## config.mk

```make
export PLATFORM = sky130hd
export DESIGN_NAME = btn_debouncer
export DESIGN_NICKNAME = d
export VERILOG_FILES = /design/src/rtl/btn_pkg.sv /design/src/rtl/btn_debounce_cell.sv /design/src/rtl/btn_debouncer.sv
export SDC_FILE = /design/constraint.sdc
export NUM_CORES = 1
export LEC_CHECK = 0
export ABC_AREA = 1
export CAP_MARGIN = 20
export CORE_MARGIN = 4
export CORE_UTILIZATION = 55
export DETAILED_ROUTE_END_ITERATION = 12
export HOLD_SLACK_MARGIN = 0.08
export PLACE_DENSITY = 0.75
export SLEW_MARGIN = 40
export SYNTH_ARGS = -nofsm -noshare
export SYNTH_HDL_FRONTEND = slang
export SYNTH_SLANG_ARGS = --single-unit
```

## constraint.sdc

```tcl
create_clock -name clk -period 1.3 [get_ports clk]
set_input_delay 0.13 -clock clk [delete_from_list [all_inputs] [get_ports clk]]
set_output_delay 0.13 -clock clk [all_outputs]
set_load 0.02 [all_outputs]
```

## src/rtl/btn_pkg.sv

```systemverilog
// Shared constants and types for the push-button debouncer.
package btn_pkg;

   localparam int N_BTN_DEFAULT       = 4;
   localparam int DEBOUNCE_CYCLES_HW  = 1000000;
   localparam int DEBOUNCE_CYCLES_SIM = 4;

   typedef logic [N_BTN_DEFAULT-1:0] btn_vec_t;

endpackage : btn_pkg

```

## src/rtl/btn_debounce_cell.sv

```systemverilog
// One button: 2-flop synchroniser, stability counter, debounced level and edge pulses.
// Optional toggle output is built only when BTN_DEBOUNCER_TOGGLE_EN is defined.
module btn_debounce_cell
   import btn_pkg::*;
#(
   parameter int DEBOUNCE_CYCLES = DEBOUNCE_CYCLES_HW
) (
   input  logic clk,
   input  logic rst_n,
   input  logic btn_i,
   output logic db_o,
   output logic press_o,
   output logic release_o,
   output logic toggle_o
);

   localparam int                 CNT_W   = $clog2(DEBOUNCE_CYCLES);
   localparam logic [CNT_W-1:0]   CNT_MAX = CNT_W'(DEBOUNCE_CYCLES - 1);

   logic             sync1_q;
   logic             sync_q;
   logic [CNT_W-1:0] cnt_q,     cnt_d;
   logic             db_q,      db_d;
   logic             press_q,   press_d;
   logic             release_q, release_d;

   // Pulses are set on the same edge that db_q takes its new value, so they
   // line up with the first cycle the new level is visible.
   always_comb begin
      // NOTE: every output of this block gets a default first so no latch is inferred.
      cnt_d     = '0;
      db_d      = db_q;
      press_d   = 1'b0;
      release_d = 1'b0;
      if (sync_q != db_q) begin
         if (cnt_q == CNT_MAX) begin
            db_d      = sync_q;
            press_d   = sync_q;
            release_d = ~sync_q;
         end else begin
            cnt_d = cnt_q + 1'b1;
         end
      end
   end

   // NOTE: reset is synchronous, so it lives inside the clocked branch and
   // only takes effect on a rising edge; state uses non-blocking assignments.
   always_ff @(posedge clk) begin
      if (!rst_n) begin
         sync1_q   <= 1'b0;
         sync_q    <= 1'b0;
         cnt_q     <= '0;
         db_q      <= 1'b0;
         press_q   <= 1'b0;
         release_q <= 1'b0;
      end else begin
         sync1_q   <= btn_i;
         sync_q    <= sync1_q;
         cnt_q     <= cnt_d;
         db_q      <= db_d;
         press_q   <= press_d;
         release_q <= release_d;
      end
   end

`ifdef BTN_DEBOUNCER_TOGGLE_EN
   logic toggle_q;

   always_ff @(posedge clk) begin
      if (!rst_n) toggle_q <= 1'b0;
      else        toggle_q <= toggle_q ^ press_q;
   end

   assign toggle_o = toggle_q;
`else
   assign toggle_o = 1'b0;
`endif

   assign db_o      = db_q;
   assign press_o   = press_q;
   assign release_o = release_q;

endmodule : btn_debounce_cell

```

## src/rtl/btn_debouncer.sv

```systemverilog
// Parallel debouncer for N_BTN raw push-buttons; one independent cell per button.
// Define BTN_DEBOUNCER_TOGGLE_EN to enable the per-button toggle outputs.
module btn_debouncer
   import btn_pkg::*;
#(
   parameter int N_BTN           = N_BTN_DEFAULT,
   parameter int DEBOUNCE_CYCLES = DEBOUNCE_CYCLES_HW
) (
   input  logic             clk,
   input  logic             rst_n,
   input  logic [N_BTN-1:0] btn_i,
   output logic [N_BTN-1:0] btn_db_o,
   output logic [N_BTN-1:0] btn_press_o,
   output logic [N_BTN-1:0] btn_release_o,
   output logic [N_BTN-1:0] btn_toggle_o
);

   for (genvar k = 0; k < N_BTN; k++) begin : g_cell
      btn_debounce_cell #(
         .DEBOUNCE_CYCLES(DEBOUNCE_CYCLES)
      ) u_cell (
         .clk      (clk),
         .rst_n    (rst_n),
         .btn_i    (btn_i[k]),
         .db_o     (btn_db_o[k]),
         .press_o  (btn_press_o[k]),
         .release_o(btn_release_o[k]),
         .toggle_o (btn_toggle_o[k])
      );
   end

endmodule : btn_debouncer

```

==> results of run 1 <==
==> worst max-delay path: stages, from the launching register on <==
cell	delay (ps)
dfxtp_4	370
ha_4	140
nand3_4	80
inv_2	70
nand2_2	60
nor2_4	110
nand2_2	90
nand2_4	130
clkbuf_16	180
nor2_2	30
==> metal layers <==
metal	GRT usage, %	up-vias	wire, um
li1	-	2442	-
met1	27.0	2252	5310
met2	35.4	191	6000
met3	4.63	43	754
met4	6.67	0	397
met5	0	-	0
==> power by group <==
part	total [mW]	switching, mW	leakage (nW)	internal [mW]
registers	3.08	0.0124	0.825	3.07
logic	0.146	0.0811	1.37	0.0645
clock network	1.93	1.18	0.0997	0.750
==> per-stage QoR <==
step	TNS (ps)	worst slack (ps)	power, mW
6_report	-2890	-78.1	5.16
3_5_place_dp	-11050	-278	3.26
4_1_cts	-22.6	-12.4	5.19
2_1_floorplan	-3.14	-3.14	3.23
3_3_place_gp	-7990	-180	3.26
5_1_grt	-8410	-176	5.36
==> worst paths after layout <==
check / slack, ps / depth (start not counted) / start / endpoint
setup / recovery: -80 / 9 / g_cell[2].u_cell.cnt_q[1] / g_cell[2].u_cell.cnt_q[6]
hold / removal: 280 / 3 / btn_i[1] / g_cell[1].u_cell.sync1_q
setup reg to reg: -80 / 9 / g_cell[2].u_cell.cnt_q[1] / g_cell[2].u_cell.cnt_q[6]
hold reg to reg: 430 / 2 / g_cell[1].u_cell.sync1_q / g_cell[1].u_cell.sync_q
==> cell usage in the layout, fill, tap and decap left out, types with 16 or more instances in the layout <==
cell type,instances
nand3_1,36
nor2_2,34
inv_1,68
a21oi_2,21
nand2_1,171
nor2_1,115
nand4_1,17
buf_4,61
xor2_1,18
nor2_4,18
dfxtp_2,28
dfxtp_1,68
a21oi_1,16
==> registers in the layout (all words and copies together), names as in the netlist <==
signal                   count
g_cell.u_cell.cnt_q         80
g_cell.u_cell.db_o           4
g_cell.u_cell.press_o        4
g_cell.u_cell.release_o      4
g_cell.u_cell.sync1_q        4
g_cell.u_cell.sync_q         4
==> layout make-up <==
cell class | count | area [um2] | area share [%]
Clock inverter | 7 | 67.6 | 1.03
Sequential cell | 100 | 2050 | 31.4
Timing Repair Buffer | 91 | 820 | 12.6
Clock buffer | 9 | 124 | 1.90
Inverter | 76 | 290 | 4.45
Multi-Input combinational cell | 536 | 3040 | 46.6
Tap cell | 108 | 135 | 2.07
==> cells in the mapped netlist <==
cell type,count,area (um2)
nand4_1,17,106
inv_1,71,267
inv_2,4,15.0
o21ai_0,9,45.0
dfxtp_1,100,2000
nand2_4,2,22.5
nand2_2,4,25.0
or2_2,4,25.0
buf_4,19,143
nand2_1,182,683
a21oi_2,1,8.76
nand3_1,44,220
nor3b_1,3,22.5
nor2_4,4,45.0
o21bai_1,3,22.5
buf_6,4,45.0
nor2_1,156,586
nand3_2,4,40.0
ha_1,4,50.1
xor2_1,18,158
nor3_1,10,50.1
and2_1,1,6.26
nand3_4,1,17.5
nand3b_1,4,30.0
xnor2_1,10,87.6
or2_0,6,37.5
clkinv_1,1,3.75
nor2_2,7,43.8
conb_1,1,3.75
a21oi_1,36,180
==> kinds of logic after synthesis <==
family,synth area share (%)
AND/OR/NAND/NOR,39.3
flip-flops,40.1
buffers and inverters,9.48
AO/OA/AOI/OAI,5.14
XOR/XNOR,4.91
adder cells (fa/ha/maj),1.00
other,0.0751
==> repair_timing <==
action,4_1_cts,5_1_grt
cloned,0,7
buffers inserted,1,9
pin swaps,7,29
hold endpoints to repair,0,0
hold buffers,0,0
resized for setup,46,134
endpoints found under the setup margin,89,93
==> results_dict.tcl, run 1 <==
set metrics [dict create \
    crit_arrival_ps 1640 \
    synth_cells 730 \
    fin_crit_sh_pct 106 \
    period_minus_slack_ps 1380 \
    leakage_nw 2.29 \
    num_rows 34 \
    setup_viol 70 \
    status "finished, violations left" \
    grt_pass1_wl_um 18200 \
    drive_gt1_share_pct 30.4 \
    grt_pass1_vias 4260 \
    hold_violations 0 \
    utilization_pct 74.5 \
    post_drt_wl_per_cell_um 13.4 \
    worstHoldPathType "input pin to flip-flop" \
    insertedDiodeCount 0 \
    worst_slack_ps -78.1 \
    ios 22 \
    root_buffer "clkbuf_8" \
    numCtsBuffers 9 \
    stdcell_count 927 \
    nets 824 \
    die_h_um 103 \
    vdd_drop_max_mv 0.538 \
    first_iter_violations 307 \
    synth_seq_cells 100 \
    via_count 4928 \
    grt-ovfl-total 0 \
    syn_to_final_growth_pct 30.8 \
    firstDrtPassIters 5 \
    max_freq_ghz 0.726 \
    grt_usage_pct 21.1 \
    slew_viol_final 0 \
    dp_hpwl_um 7760 \
    cts.sinks 100 \
    avgSynthCellArea_um2 6.84 \
    cts_tree "done" \
    grt_max_degree 21 \
    placed_area_um2 5620 \
    cap_violations 0 \
    path_max_fanout 5 \
    fin_area_um2 6530 \
    synth_cell_type_count 30 \
    critical_path_class "flip-flop to flip-flop" \
    core-area_um2 8760 \
    ant_nets 0 \
    vias_per_cell 5.32 \
    place_inst 894 \
    drcViolationCount 0 \
    finalWirelength_um 12500 \
    finClkSkew_ps 15.1 \
    clkLatencyLatePin_ps 380 \
    ys_warn_count 0 \
    cts_max_path_buffers 2 \
    clk_pin_slew_worst_paths_ps 100 \
    die_w_um 103 \
    crit_path_end_kind "flip-flop" \
    io_buffers 17 \
    antenna_found_initial 0 \
    failed_checks "negative setup slack" \
    start_kind "flip-flop" \
    initial_utilization_pct 57.0 \
    place.gp.congestion 0.929 \
    yosysSeqAreaShare_pct 40.1 \
    synth_area_um2 4990 \
    rsz0062_at_grt "yes" \
    cp.required_ps 1560 \
    htreeDepth 3 \
    fillerInstances 639 \
    pwr_density_cell_nw_per_um2 790 \
    whs_ps 275 \
    die_area_um2 10700 \
]
Power figures use the tool's default switching activity.
==> run 2: changes to the inputs <==
- SLEW_MARGIN: 40 -> not set
==> results of run 2 <==
Final layout, timing and power as in run 1 (identical DEF).
